===== src/rtl/uart_pkg.sv =====
// Shared definitions for the UART transmit-side arbiter.
// Latency: n/a (types, constants and a width helper only).
// Backpressure: n/a.
// Contents: arbiter state type, UART byte width, grant index width helper.
package uart_pkg;

  localparam int UART_BYTE_W = 8;

  typedef enum logic [1:0] {
    IDLE      = 2'd0,
    ISSUE     = 2'd1,
    WAIT_DONE = 2'd2
  } arb_state_e;

  // Width of a requester index; never narrower than one bit.
  function automatic int grant_w(input int num_req);
    return (num_req > 1) ? $clog2(num_req) : 1;
  endfunction

endpackage


===== src/rtl/uart_rr_pick.sv =====
// Rotating-priority encoder: first valid requester above last_grant, with wrap.
// Latency: purely combinational, zero cycles.
// Backpressure: none; the caller decides whether to act on the pick.
// Ports:
//   req_valid_i  - pending-request vector
//   last_grant_i - index served most recently (lowest priority on this pick)
//   grant_oh_o   - one-hot pick, all zero when nothing is pending
//   grant_idx_o  - index of the pick (0 when nothing is pending)
//   any_valid_o  - at least one request pending
module uart_rr_pick import uart_pkg::*; #(
  parameter int NUM_REQ = 4,
  parameter int GW      = grant_w(NUM_REQ)
) (
  input  logic [NUM_REQ-1:0] req_valid_i,
  input  logic [GW-1:0]      last_grant_i,
  output logic [NUM_REQ-1:0] grant_oh_o,
  output logic [GW-1:0]      grant_idx_o,
  output logic               any_valid_o
);

  logic [2*NUM_REQ-1:0] dbl;
  logic [NUM_REQ-1:0]   rot;
  logic                 found;
  int                   sel;

  always_comb begin
    // Rotate so that bit 0 of rot is requester last_grant+1; the doubled
    // vector provides the wrap-around without a modulo on the index.
    dbl   = {req_valid_i, req_valid_i} >> (int'(last_grant_i) + 1);
    rot   = dbl[NUM_REQ-1:0];
    found = 1'b0;
    sel   = 0;
    for (int k = 0; k < NUM_REQ; k++) begin
      if (!found && rot[k]) begin
        found = 1'b1;
        sel   = (int'(last_grant_i) + 1 + k) % NUM_REQ;
      end
    end
    grant_oh_o = '0;
    for (int j = 0; j < NUM_REQ; j++) begin
      grant_oh_o[j] = found && (j == sel);
    end
    grant_idx_o = GW'(sel);
  end

  assign any_valid_o = |req_valid_i;

endmodule


===== src/rtl/uart_tx_arbiter.sv =====
// Round-robin sharing of one UART transmitter between NUM_REQ byte producers.
// Latency: accept -> tx_start 1 cycle when tx_busy=0; tx_done -> next accept 1 cycle.
// Backpressure: req_ready only in IDLE; ISSUE stalls on tx_busy; one byte in flight.
// Ports:
//   clk, rst              - clock, synchronous active-high reset
//   req_valid/req_data    - per-requester byte offer, byte i at req_data[i*8 +: 8]
//   req_ready             - one-hot combinational acceptance strobe
//   tx_start/tx_data      - one-cycle frame start and the latched byte
//   tx_busy/tx_done       - transmitter occupied / stop bit completed pulse
//   grant_id, active      - requester being served, FSM not IDLE
//   timeout_err           - watchdog abort pulse
// Optional feature: define UART_ARB_TIMEOUT_EN to build the WAIT_DONE watchdog
// (TIMEOUT_CYC cycles); otherwise timeout_err is tied low.
module uart_tx_arbiter import uart_pkg::*; #(
  parameter int NUM_REQ     = 4,
  parameter int DATA_W      = UART_BYTE_W,
  parameter int TIMEOUT_CYC = 4096,
  localparam int GW         = grant_w(NUM_REQ)
) (
  input  logic                      clk,
  input  logic                      rst,
  input  logic [NUM_REQ-1:0]        req_valid,
  input  logic [NUM_REQ*DATA_W-1:0] req_data,
  output logic [NUM_REQ-1:0]        req_ready,
  output logic                      tx_start,
  output logic [DATA_W-1:0]         tx_data,
  input  logic                      tx_busy,
  input  logic                      tx_done,
  output logic [GW-1:0]             grant_id,
  output logic                      active,
  output logic                      timeout_err
);

  arb_state_e         state_q, state_d;
  logic [GW-1:0]      last_grant_q, last_grant_d;
  logic [GW-1:0]      grant_id_q, grant_id_d;
  logic [DATA_W-1:0]  tx_data_q, tx_data_d;

  logic [NUM_REQ-1:0] pick_oh;
  logic [GW-1:0]      pick_idx;
  logic               pick_any;
  logic [DATA_W-1:0]  pick_data;
  logic               start_fire;
  logic               abort;

  uart_rr_pick #(
    .NUM_REQ (NUM_REQ),
    .GW      (GW)
  ) u_pick (
    .req_valid_i  (req_valid),
    .last_grant_i (last_grant_q),
    .grant_oh_o   (pick_oh),
    .grant_idx_o  (pick_idx),
    .any_valid_o  (pick_any)
  );

  always_comb begin
    pick_data = '0;
    for (int i = 0; i < NUM_REQ; i++) begin
      if (pick_oh[i]) pick_data = req_data[i*DATA_W +: DATA_W];
    end
  end

`ifdef UART_ARB_TIMEOUT_EN
  localparam int CW = $clog2(TIMEOUT_CYC + 1);
  logic [CW-1:0] wd_cnt_q, wd_cnt_d;

  // Held at zero throughout ISSUE, so the first WAIT_DONE cycle sees 0.
  always_comb begin
    wd_cnt_d = wd_cnt_q;
    if (state_q == ISSUE) begin
      wd_cnt_d = '0;
    end else if (state_q == WAIT_DONE && !abort) begin
      wd_cnt_d = wd_cnt_q + CW'(1);
    end
  end

  // A tx_done arriving on the limit cycle still completes the frame normally.
  assign abort = (state_q == WAIT_DONE) && !tx_done && (wd_cnt_q == CW'(TIMEOUT_CYC));

  always_ff @(posedge clk) begin
    if (rst) wd_cnt_q <= '0;
    else     wd_cnt_q <= wd_cnt_d;
  end
`else
  assign abort = 1'b0;
`endif

  always_comb begin
    state_d      = state_q;
    last_grant_d = last_grant_q;
    grant_id_d   = grant_id_q;
    tx_data_d    = tx_data_q;
    req_ready    = '0;
    start_fire   = 1'b0;
    unique case (state_q)
      IDLE: begin
        if (pick_any) begin
          req_ready    = pick_oh;
          last_grant_d = pick_idx;
          grant_id_d   = pick_idx;
          tx_data_d    = pick_data;
          state_d      = ISSUE;
        end
      end
      ISSUE: begin
        if (!tx_busy) begin
          start_fire = 1'b1;
          state_d    = WAIT_DONE;
        end
      end
      WAIT_DONE: begin
        if (tx_done || abort) state_d = IDLE;
      end
      default: state_d = IDLE;
    endcase
    // A byte offered during reset would be dropped, so never acknowledge it.
    if (rst) begin
      req_ready  = '0;
      start_fire = 1'b0;
    end
  end

  always_ff @(posedge clk) begin
    if (rst) begin
      state_q      <= IDLE;
      last_grant_q <= GW'(NUM_REQ - 1);
      grant_id_q   <= '0;
      tx_data_q    <= '0;
    end else begin
      state_q      <= state_d;
      last_grant_q <= last_grant_d;
      grant_id_q   <= grant_id_d;
      tx_data_q    <= tx_data_d;
    end
  end

  assign tx_start    = start_fire;
  assign tx_data     = tx_data_q;
  assign grant_id    = grant_id_q;
  assign active      = (state_q != IDLE);
  assign timeout_err = abort && !rst;

endmodule


===== config.mk =====
export PLATFORM = sky130hd
export DESIGN_NAME = uart_tx_arbiter
export DESIGN_NICKNAME = d
export VERILOG_FILES = /design/src/rtl/uart_pkg.sv /design/src/rtl/uart_rr_pick.sv /design/src/rtl/uart_tx_arbiter.sv
export SDC_FILE = /design/constraint.sdc
export NUM_CORES = 1
export LEC_CHECK = 0
export ABC_CLOCK_PERIOD_IN_PS = 1700
export BUFFER_PORTS_ARGS = -buffer_cell sky130_fd_sc_hd__clkbuf_2
export CAP_MARGIN = 20
export CORE_MARGIN = 1
export CORE_UTILIZATION = 41
export CTS_BUF_LIST = sky130_fd_sc_hd__clkbuf_8
export DETAILED_ROUTE_END_ITERATION = 6
export GPL_TIMING_DRIVEN = 0
export PLACE_DENSITY = 0.81
export SYNTH_ARGS = -nofsm -noshare
export SYNTH_HDL_FRONTEND = slang
export SYNTH_HIERARCHICAL = 1
export SYNTH_SLANG_ARGS = --single-unit

===== constraint.sdc =====
create_clock -name clk -period 1.7 [get_ports clk]
set_input_delay 0.17 -clock clk [delete_from_list [all_inputs] [get_ports clk]]
set_output_delay 0.17 -clock clk [all_outputs]
set_load 0.02 [all_outputs]

* Yosys cells after proc, flatten, opt, wreduce, memory -nomap -nowiden
Index checks and enable logic that the tools add are counted.
Word-level totals: bits in registers 14, input port bits 40, output and inout bits 17, logic and storage cells 63
Cells by class: add/sub/neg operators 4, equality and inequality tests 8, shift operators 1, muxes and demuxes 22, bitwise logic cells 4, reduce and logical (&&, ||, !) cells 20
Operators with widths (number):
- two-way mux 32 bit | 4
- adder 32 x 3 -> 32 bit (second input constant) | 2
- == test 3 x 32 -> 1 bit (first input constant) | 2
- adder 32 x 2 -> 32 bit (second input constant) | 1
- == test 2 x 32 -> 1 bit (first input constant) | 1
- logical NOT 32 bit | 1
- two-way mux 8 bit | 4
- two-way mux 4 bit | 3
- OR reduction 2 bit | 4
- >> shifter 8 x 3 -> 4 bit | 1
- logical AND 1 bit | 7
- two-way mux 1 bit | 7
- two-way mux 2 bit | 3
- != test 2 bit (second input constant) | 3
- one-hot mux 2 bit (3 select lines) | 1
- OR reduction 4 bit | 1
- adder 2 x 1 -> 3 bit (second input constant) | 1
- bitwise AND 1 bit | 3
- logical NOT 1 bit | 3
- AND reduction 3 bit | 1
- == test 2 x 1 -> 1 bit (second input constant) | 1
- == test 2 bit (second input constant) | 1
- logical NOT 2 bit | 1
- AND reduction 2 bit | 1
- other kinds (2) | 2

* Depth between registers and ports, before layout
Gate-level depths: netlist (run 1).
word-level depth 18, mapped depth 8, gate-level depth less buffers 6

* Hierarchy
The synthesis (run 1) kept the hierarchy.
By module, submodules not included:
- uart_tx_arbiter | times used 1, cells an instance 107, area each 894.6 um^2, sequential area each 280.3 um^2
- uart_rr_pick | times used 1, cells an instance 29, area each 166.4 um^2, sequential area each 0.0 um^2

* Least setup slack after synthesis (run 1)
OpenSTA, ideal clock, no wires.
path kind reg2out, from reg last_grant_q[0], to out req_ready[3], data arrival time 1.763 ns, data required time 1.530 ns, path slack -0.233 ns, cell stages (with the launch flop) 7, path buffers 2, cells stage by stage dfxtp_1 > and2b_2 > o21a_1 > o22ai_1 > clkbuf_2 > clkbuf_1 > nor3b_2
On the way: cells in the longest elaborated chain, start to end 17, elaborated cells on any way between the ends 32, those cells by class add/sub: 4; eq/ne: 1; shift: 1; mux: 11; bitwise: 4; reduce/logical: 11
Ends and longest elaborated chain:
- start, declared | RTL line uart_tx_arbiter.sv:35 | logic [GW-1:0] last_grant_q, last_grant_d;
- start signal, assigned | RTL line uart_tx_arbiter.sv:127 | last_grant_q <= GW'(NUM_REQ - 1);
- start signal, assigned | RTL line uart_tx_arbiter.sv:132 | last_grant_q <= last_grant_d;
- adder 2 x 1 -> 3 bit * | RTL line uart_rr_pick.sv:36 | sel = (int'(last_grant_i) + 1 + k) % NUM_REQ;
- parallel branches: the longest is 12 deep, another holds adder 32 x 2 -> 32 bit
- logical AND 1 bit * | RTL line uart_rr_pick.sv:41 | grant_oh_o[j] = found && (j == sel);
- named net pick_oh[3] | RTL line uart_tx_arbiter.sv:39 | logic [NUM_REQ-1:0] pick_oh;
- two-way mux 4 bit * | RTL line uart_tx_arbiter.sv:98 | if (pick_any) begin
- two-way mux 4 bit * | RTL line uart_tx_arbiter.sv:96 | unique case (state_q)
- two-way mux 4 bit * | RTL line uart_tx_arbiter.sv:118 | if (rst) begin
- end, declared | RTL line uart_tx_arbiter.sv:24 | output logic [NUM_REQ-1:0] req_ready,
Mark *: on every way through the listed nets, which the timed path passes.

* Final worst setup path (run 1)
from reg last_grant_q[0], to out req_ready[1]
On the way: cells in the longest elaborated chain, start to end 17, elaborated cells on any way between the ends 32, those cells by class add/sub: 4; eq/ne: 1; shift: 1; mux: 11; bitwise: 4; reduce/logical: 11
Ends and longest elaborated chain (RTL line):
- adder 2 x 1 -> 3 bit * | uart_rr_pick.sv:36
- parallel branches: the longest is 12 deep, another holds adder 32 x 2 -> 32 bit
- logical AND 1 bit * | uart_rr_pick.sv:41
- named net pick_oh[1] | uart_tx_arbiter.sv:39
- two-way mux 4 bit * | uart_tx_arbiter.sv:98
- two-way mux 4 bit * | uart_tx_arbiter.sv:96
- two-way mux 4 bit * | uart_tx_arbiter.sv:118
Marked as above.

==> results.cfg, run 1 <==
[outcome]
status = finished with violations
failed_checks = negative setup slack

[grt]
grt_usage = 0.2742
grt_max_degree = 12
overflow = 0
grt_antenna_before_repair = 0
grt_pass1_vias = 1251
grt_pass1_wl_um = 5568

[drt]
via_per_inst = 5.609
postRouteAntennaNets = 0
wl_per_cell_um = 15.33
vias = 1363
wirelength_um = 3725
drc = 0
dr.pass1.iters = 4
drt-initial-drc-count = 53
wl_met1_um = 1428
dr_wl_met2_um = 1934
wl_met3_um = 274
maxUsedRoutingLayer = met4

[placed_design]
dp.cells = 220
io_buffers = 54
place_congestion = 0.7454
dpl.hpwl_um = 2265

[sta]
skew_ns = 0.003857
max_slew_margin = 0.5506
rsz0062_at_grt = yes
setup_viol = 12
fmax_mhz = 515.0
setup_tns_ns = -2.068
finalMaxSlewViolations = 0
layout_setup_ws_ns = -0.2419
finalCritPeriodShare = 1.142
finalHoldViolations = 0
tightest_slew_ns = 0.6712
post-route-min-period_ns = 1.942

[floorplan]
die_area_um2 = 2795
core-area_um2 = 2455
fp-row-count = 18
die_w_um = 52.87
initial_core_util = 0.4322
pin_count = 57
die_h_um = 52.87

[yosys]
syn-cell-area_um2 = 1061
synthSimpleGateAreaFrac = 0.2748
synth_warnings = 6
synthXorXnorAreaFrac = 0
synth_cell_types = 35
synthesis.nets = 176
synthAdderAreaFrac = 0
synth_top_family_by_area = compound AO/OA/AOI/OAI gates
synth_cells = 136
synth_seq_cells = 14
synth_compound_area_frac = 0.3255
muxShareOfSynthArea = 0.009434
syn_area_per_cell_um2 = 7.802
seq_area_frac_synth = 0.2642

[cts]
cts_tree = done
cts.path.max_buffers = 2
clk_latency_ns = 0.25
htreeDepth = 1
clk_pin_slew_ns = 0.06
clock-sinks = 14
cts_buffers = 3
root_buffer = clkbuf_8

[layout]
drive_gt1_frac = 0.5446
finalNonFillerCells = 243
insertedDiodeCount = 0
final_nets = 254
fillers = 180
synthToLayoutAreaGrowth_pct = 63.44

[critical_path]
critPathLaunch = last_grant_q[0]$_SDFFE_PP1P_
cp.arrival_ns = 1.77
rr_worst_depth = 8
cp-start-kind = register
cp-end-kind = output port
worstSetupPathType = register to output port
worstPathMaxFanout = 5
critPathRequiredTime_ns = 1.53
regToRegStartpoint = last_grant_q[0]$_SDFFE_PP1P_

[power]
p_per_area_nw_per_um2 = 811.9
power_uw = 1408
leakage_uw = 0.0008349
ir_worst_vdd_uv = 537.9

[worst_hold_path]
worstHoldStart = rst
holdCritPathClass = input port to register
hold_depth = 2

[job]
cap_violations = 0
## per-stage QoR
stage | setup slack (ns) | utilization | cell area [um2] | hold slack [ns]
2_1_floorplan | -0.02971 | - | 1099 | 0.3652
3_3_place_gp | -0.2814 | 0.5729 | 1406 | 0.4457
3_5_place_dp | -0.4472 | 0.5729 | 1406 | 0.4502
4_1_cts | -0.2232 | 0.6723 | 1650 | 0.2183
5_1_grt | -0.2986 | 0.7064 | 1734 | 0.2471
6_report | -0.2419 | 0.7064 | 1734 | 0.2353
## state kept, by name, indices dropped and copies added, names as in the netlist
name,cells
tx_data,8
state_q,2
grant_id,2
last_grant_q,2
## cell usage after synthesis (all sizes together)
cell     n  area share
a21oi   24        0.13
nor2    15       0.053
dfxtp   14        0.26
buf     11       0.083
nand2   10       0.035
inv      9       0.032
a211oi   8       0.057
a221o    8       0.075
nand3b   8       0.057
nor3b    6       0.066
nand2b   3       0.018
clkbuf   2      0.0082
nor3     2      0.0094
o21a     2       0.014
or2      2       0.012
a211o    1      0.0083
a21boi   1      0.0071
a311oi   1      0.0083
and2b    1      0.0083
conb     1      0.0035
mux2i    1      0.0094
nor4b    1      0.0083
o211a    1      0.0094
o21ai    1      0.0047
o22ai    1      0.0059
o32ai    1      0.0083
or3b     1      0.0083
## logic make-up after synthesis
group	Yosys count
buffers and inverters	22
AO/OA/AOI/OAI	49
multiplexers	1
flip-flops	14
AND/OR/NAND/NOR	49
other	1
## path summary, 6_finish.rpt
check / endpoint / slack, ns
hold / removal: tx_data[3]$_SDFFE_PP0P_ / 0.24
setup / recovery: req_ready[1] / -0.24
setup reg to reg: tx_data[5]$_SDFFE_PP0P_ / -0.23
hold reg to reg: grant_id[1]$_SDFFE_PP0P_ / 0.46
## timing repair
| item | 4_1_cts | 5_1_grt |
|---|---|---|
| endpoints found under the setup margin | 12 | 12 |
| pin swaps | 5 | 8 |
| hold buffers | 0 | 0 |
| resized for setup | 25 | 11 |
| buffers inserted | 13 | 6 |
| cloned | 2 | 0 |
| hold endpoints to repair | 0 | 0 |
## area by class of cell
cell class	count	area (um2)	share of cell area
Buffer	11	118.9	0.06854
Clock buffer	4	55.05	0.03175
Inverter	9	33.78	0.01948
Multi-Input combinational cell	100	745.7	0.4300
Sequential cell	14	286.5	0.1652
Tap cell	30	37.54	0.02165
Timing Repair Buffer	75	456.7	0.2633
## where the power goes
part / switching, uW / internal (uW) / leakage, uW
logic: 345 / 331 / 0.000690
clock network: 124 / 205 / 0.0000288
registers: 29.6 / 374 / 0.000116
## layer usage
layer | track usage | up-vias
met3 | 0.03161 | 11
met1 | 0.3247 | 621
met2 | 0.4789 | 86
met4 | 0.1404 | 0
met5 | 0 | -
li1 | - | 645
## placed cells by master, fill, tap and decap left out, drive strengths merged
cell,netlist,routed
a211o,1,1
a211oi,8,8
a21boi,1,1
a21oi,24,24
a221o,8,8
a311oi,1,1
and2b,1,1
buf,11,33
clkbuf,2,57
conb,1,1
dfxtp,14,14
inv,9,9
mux2i,1,1
nand2,10,10
nand2b,3,3
nand3b,8,8
nor2,15,15
nor3,2,2
nor3b,6,6
nor4b,1,1
o211a,1,1
o21a,2,2
o21ai,1,1
o22ai,1,1
o32ai,1,1
or2,2,2
or3b,1,1
## worst max-delay path, stage by stage, from the launching register on
cell and delay [ns]:
dfxtp_4 0.37, buf_6 0.10, nand2b_4 0.13, a21oi_4 0.06
o32ai_4 0.39, buf_6 0.18, nor3b_2 0.15, buf_4 0.16
No activity file was read; power rests on OpenSTA's default activity.
==> inputs of run 2 (changes only) <==
--- a/config.mk
+++ b/config.mk
@@ -5,7 +5,6 @@
 export SDC_FILE = /design/constraint.sdc
 export NUM_CORES = 1
 export LEC_CHECK = 0
-export ABC_CLOCK_PERIOD_IN_PS = 1700
 export BUFFER_PORTS_ARGS = -buffer_cell sky130_fd_sc_hd__clkbuf_2
 export CAP_MARGIN = 20
 export CORE_MARGIN = 1
==> constraint.sdc (replaced) <==
create_clock -name clk -period 1.7 [get_ports clk]
set_input_delay 0.085 -clock clk [delete_from_list [all_inputs] [get_ports clk]]
set_output_delay 0.085 -clock clk [all_outputs]
set_load 0.02 [all_outputs]
==> run 2 against run 1 <==
Net effect: the flow still finishes with violations (negative setup slack); global-route usage shrank 1.0 points; cell area down 3.8%; power decreased by 7.4%; worst hold slack got worse by 0.088 ns; largest power group unchanged; worst setup slack improved by 0.15 ns; utilization fell by 2.7 points; critical path type unchanged; routed wire length shrank 3.0%; combinational power shrank 5.9%; largest cell class unchanged; first-iteration DRC count fell by 21%; critical path depth unchanged.
==> results.cfg, run 2 (synthesized netlist as in run 1, its figures left out) <==
[cts]
clock-sinks = 14
cts.path.max_buffers = 2
root_buffer = clkbuf_8
htreeDepth = 1
cts_tree = done
clk_latency_ns = 0.24
cts_buffers = 3
clk_pin_slew_ns = 0.05

[sta]
setup_viol = 8
finalMaxSlewViolations = 0
layout_setup_ws_ns = -0.09125
post-route-min-period_ns = 1.791
max_slew_margin = 0.5650
finalCritPeriodShare = 1.054
skew_ns = 0.001738
finalHoldViolations = 0
rsz0062_at_grt = yes
fmax_mhz = 558.3
tightest_slew_ns = 0.6496
setup_tns_ns = -0.2809

[floorplan]
die_w_um = 52.87
pin_count = 57
die_h_um = 52.87
die_area_um2 = 2795
fp-row-count = 18
initial_core_util = 0.4322
core-area_um2 = 2455

[placed_design]
place_congestion = 0.7469
pre_cts_ws_ns = -0.3654
dpl.hpwl_um = 2346
io_buffers = 54

[critical_path]
critPathTopFamily = buffers and inverters
cp_cell_sequence = and2b_2 > o21a_1 > o22ai_2 > buf_4 > buf_8 > nor3b_4 > clkbuf_8
rr_worst_depth = 9
worst_path_largest_cell_delay_ns = 0.36
path_depth = 7
worstSetupPathType = register to output port
crit_end = req_ready[3]
worstPathMaxFanout = 5
worst-r2r-setup-slack_ns = -0.06
timing.critical_path.buf_inv = 3
worst_path_max_delay_cell = dfxtp_4
regToRegStartpoint = last_grant_q[1]$_SDFFE_PP1P_
r2r_end = tx_data[1]$_SDFFE_PP0P_
critPathRequiredTime_ns = 1.62
cp-end-kind = output port
cp.arrival_ns = 1.71
critPathLaunch = last_grant_q[0]$_SDFFE_PP1P_
cp-start-kind = register

[job]
cap_violations = 0

[worst_hold_path]
holdCritPathClass = input port to register
hold_depth = 2

[outcome]
failed_checks = negative setup slack
status = finished with violations

[layout]
drive_gt1_frac = 0.5468
register_area_um2 = 287.8
synthToLayoutAreaGrowth_pct = 57.31
final_nets = 245
largest_reg_flops = 8
layout_common_cells = 51 x clkbuf_2, 15 x nor2_1, 13 x a21oi_2
layout_commonest_cell = clkbuf_2
multi_input_area_um2 = 778.2
fillers = 181
insertedDiodeCount = 0

[power]
ir_worst_vdd_uv = 520.9
leakage_uw = 0.0007833
p_per_area_nw_per_um2 = 781.4

[grt]
grt_pass1_wl_um = 5402
grt_max_degree = 12
grt_usage = 0.2639
overflow = 0
grt_pass1_vias = 1188
grt_antenna_before_repair = 0

[drt]
wirelength_um = 3612
via_per_inst = 5.730
postRouteAntennaNets = 0
wl_per_cell_um = 15.50
drc = 0
dr.pass1.iters = 4
vias = 1335
drt-initial-drc-count = 42
## run 2: worst min-delay path by stage
| stage | startpoint | endpoint | slack, ns |
|---|---|---|---|
| global placement | rst | tx_data[2]$_SDFFE_PP0P_ | 0.38 |
| detailed placement | rst | tx_data[2]$_SDFFE_PP0P_ | 0.39 |
| finish | rst | tx_data[2]$_SDFFE_PP0P_ | 0.15 |
| floorplan | tx_busy | tx_start | 0.26 |
| global route | rst | tx_data[3]$_SDFFE_PP0P_ | 0.16 |
| CTS | rst | tx_data[2]$_SDFFE_PP0P_ | 0.14 |
## run 2: power breakdown
group	internal [uW]	total [uW]	switching, uW
combinational	298	636	338
clock	156	265	109
sequential	373	403	30.0
## run 2: worst reg2reg max path, delay by kind of cell, from the launching register on
family	cells	cell delay [ns]
AOI/OAI and AO/OA	3	0.56
buffers and inverters	5	0.70
DFF	1	0.36
and+or+nand+nor	1	0.07
## run 2: final cells by class
class | count | share of cell area
Buffer | 11 | 0.06522
Clock buffer | 3 | 0.02474
Inverter | 9 | 0.02024
Multi-Input combinational cell | 101 | 0.4663
Sequential cell | 14 | 0.1724
Tap cell | 30 | 0.02249
Timing Repair Buffer | 65 | 0.2286
## run 2: layer usage
metal | global-route usage | vias to the layer above | wire, um | part of all wire
met5 | 0 | - | 0 | 0
met4 | 0.1272 | 0 | 123 | 0.034
met3 | 0.03161 | 16 | 262 | 0.073
met2 | 0.4536 | 105 | 1879 | 0.52
met1 | 0.3212 | 592 | 1347 | 0.37
li1 | - | 622 | - | -
## run 2: timing repair
action / CTS / global route
gates resized for setup: 29 / 11
gates cloned: 2 / 1
hold buffers: 0 / 0
hold endpoints to repair: 0 / 0
pin swaps: 15 / 2
setup buffers: 8 / 2
setup endpoints to repair: 12 / 12
## run 2: per-stage QoR
step                      total power [uW]  cells  cell area, um2  utilization  hold WS (ns)
after global routing                  1368    233            1669       0.6799        0.1609
after global placement               891.5    220            1410       0.5744        0.3836
final                                 1304    233            1669       0.6799        0.1477
after CTS                             1263    231            1624       0.6616        0.1417
after floorplan                      760.7    136            1102            -        0.2563
after detailed placement             910.3    220            1410       0.5744        0.3855
==> inputs of run 3 (changes only) <==
--- a/config.mk
+++ b/config.mk
@@ -13,6 +13,7 @@
 export DETAILED_ROUTE_END_ITERATION = 6
 export GPL_TIMING_DRIVEN = 0
 export PLACE_DENSITY = 0.81
+export SKIP_LAST_GASP = 1
 export SYNTH_ARGS = -nofsm -noshare
 export SYNTH_HDL_FRONTEND = slang
 export SYNTH_HIERARCHICAL = 1
==> run 3 against run 2 <==
Net effect: the flow still finishes with violations (negative setup slack); worst setup slack worse by 0.0059 ns; global-route usage unchanged; worst hold slack worse by 0.0070 ns; combinational power down 2%.
==> results.cfg, run 3 (synthesized netlist as in run 1, its figures left out) <==
[floorplan]
die_w_um = 52.87
initial_core_util = 0.4322
die_h_um = 52.87
fp-row-count = 18
die_area_um2 = 2795
pin_count = 57
core-area_um2 = 2455

[critical_path]
timing.critical_path.buf_inv = 5
cpMostUsedCell = buf_4
critPathTopFamily = buffers and inverters
worstPathMaxFanout = 9
worst_path_max_delay_cell = dfxtp_4
critPathRequiredTime_ns = 1.86
worst_path_largest_cell_delay_ns = 0.36
cp_cell_sequence = buf_6 > buf_4 > nand2_1 > o22ai_2 > buf_4 > clkbuf_8 > buf_4 > a221o_1 > a211oi_2
cp-end-kind = register
worstSetupPathType = register to register
cp-start-kind = register
cp.arrival_ns = 1.96

[layout]
drive_gt1_frac = 0.5271
layout_commonest_cell = clkbuf_2
final_nets = 245
insertedDiodeCount = 0
synthToLayoutAreaGrowth_pct = 55.78
layout_common_cells = 51 x clkbuf_2, 15 x nor2_1, 14 x a21oi_1
largest_reg_flops = 8

[sta]
finalHoldViolations = 0
finalMaxSlewViolations = 0
post-route-min-period_ns = 1.797
fmax_mhz = 556.5
tightest_slew_ns = 0.6291
setup_tns_ns = -0.5201
finalCritPeriodShare = 1.057
setup_viol = 12
layout_setup_ws_ns = -0.09710
skew_ns = 0.002303
max_slew_margin = 0.5788
rsz0062_at_grt = yes

[drt]
postRouteAntennaNets = 0
vias = 1340
wl_per_cell_um = 15.39
dr.pass1.iters = 4
wirelength_um = 3586
via_per_inst = 5.751
drt-initial-drc-count = 35
drc = 0

[power]
p_sw_frac = 0.3649
p_int_uw = 823.4
power_frac_comb = 0.483
leakage_uw = 0.0007807
p_seq_frac = 0.312
p_clk_frac = 0.205
power_switching_uw = 473.2
ir_worst_vdd_uv = 503.8
p_per_area_nw_per_um2 = 784.5

[cts]
clock-sinks = 14
clk_pin_slew_ns = 0.05
cts.path.max_buffers = 2
root_buffer = clkbuf_8
cts_tree = done
clk_latency_ns = 0.24
cts_buffers = 3
cts_hold_buf = 0
htreeDepth = 1

[placed_design]
dpl.hpwl_um = 2346
io_buffers = 54
pre_cts_ws_ns = -0.3654
place_congestion = 0.7469

[grt]
grt_pass1_wl_um = 5402
overflow = 0
grt_max_degree = 12
grt_antenna_before_repair = 0
grt_pass1_vias = 1188
grt_usage = 0.2639

[outcome]
status = finished with violations
failed_checks = negative setup slack

[job]
cap_violations = 0

[worst_hold_path]
holdCritPathClass = input port to register
==> run 3: changes by cell type in the layout (fill, tap and decap cells not counted) <==
| cell | delta |
|---|---|
| a21oi_1 | +4 |
| a21oi_2 | -4 |
| buf_8 | -1 |
| clkbuf_8 | +1 |
==> run 3: power by group through the flow <==
stage / registers (uW) / logic, uW / clock network, uW
3_5_place_dp: 412 / 498 / 0
3_3_place_gp: 409 / 483 / 0
4_1_cts: 405 / 590 / 267
5_1_grt: 408 / 673 / 278
6_report: 404 / 626 / 266
2_1_floorplan: 445 / 315 / 0
==> run 3: stage by stage <==
stage / util / std cells / cell area, um2 / power (uW) / hold WS (ns)
2_1_floorplan: - / 136 / 1102 / 760.7 / 0.2563
3_3_place_gp: 0.5744 / 220 / 1410 / 891.5 / 0.3836
3_5_place_dp: 0.5744 / 220 / 1410 / 910.3 / 0.3855
4_1_cts: 0.6616 / 231 / 1624 / 1263 / 0.1417
5_1_grt: 0.6733 / 233 / 1653 / 1359 / 0.1610
6_report: 0.6733 / 233 / 1653 / 1297 / 0.1406
==> run 3: cell type report <==
| type | instances | area [um2] |
|---|---|---|
| multi-input cells | 101 | 763.2 |
| inverters | 9 | 33.78 |
| well taps | 30 | 37.54 |
| flip-flops and latches | 14 | 287.8 |
| repair buffers | 65 | 381.6 |
| fillers | 184 | 802.0 |
| clock buffers | 3 | 41.29 |
| plain buffers | 11 | 107.6 |
==> run 3: per-layer routing <==
metal | part of all wire | vias up | GRT usage
met5 | 0 | - | 0
met4 | 0.027 | 0 | 0.1272
met3 | 0.064 | 18 | 0.03161
met2 | 0.52 | 85 | 0.4536
met1 | 0.38 | 612 | 0.3212
li1 | - | 625 | -
==> run 3: timing repair <==
action,CTS,global route
setup buffers,8,2
gates cloned,2,1
pin swaps,15,2
resized for setup,29,6
endpoints found under the setup margin,12,12
==> run 3: worst paths after layout <==
| kind | end | cells after the start | from | slack (ns) |
|---|---|---|---|---|
| worst max register to register | tx_data[1]$_SDFFE_PP0P_ | 9 | last_grant_q[1]$_SDFFE_PP1P_ | -0.1 |
| worst min-delay path | tx_data[2]$_SDFFE_PP0P_ | 2 | rst | 0.14 |
| worst min register to register | grant_id[0]$_SDFFE_PP0P_ | 2 | grant_id[0]$_SDFFE_PP0P_ | 0.45 |
| worst max-delay path | tx_data[1]$_SDFFE_PP0P_ | 9 | last_grant_q[1]$_SDFFE_PP1P_ | -0.1 |
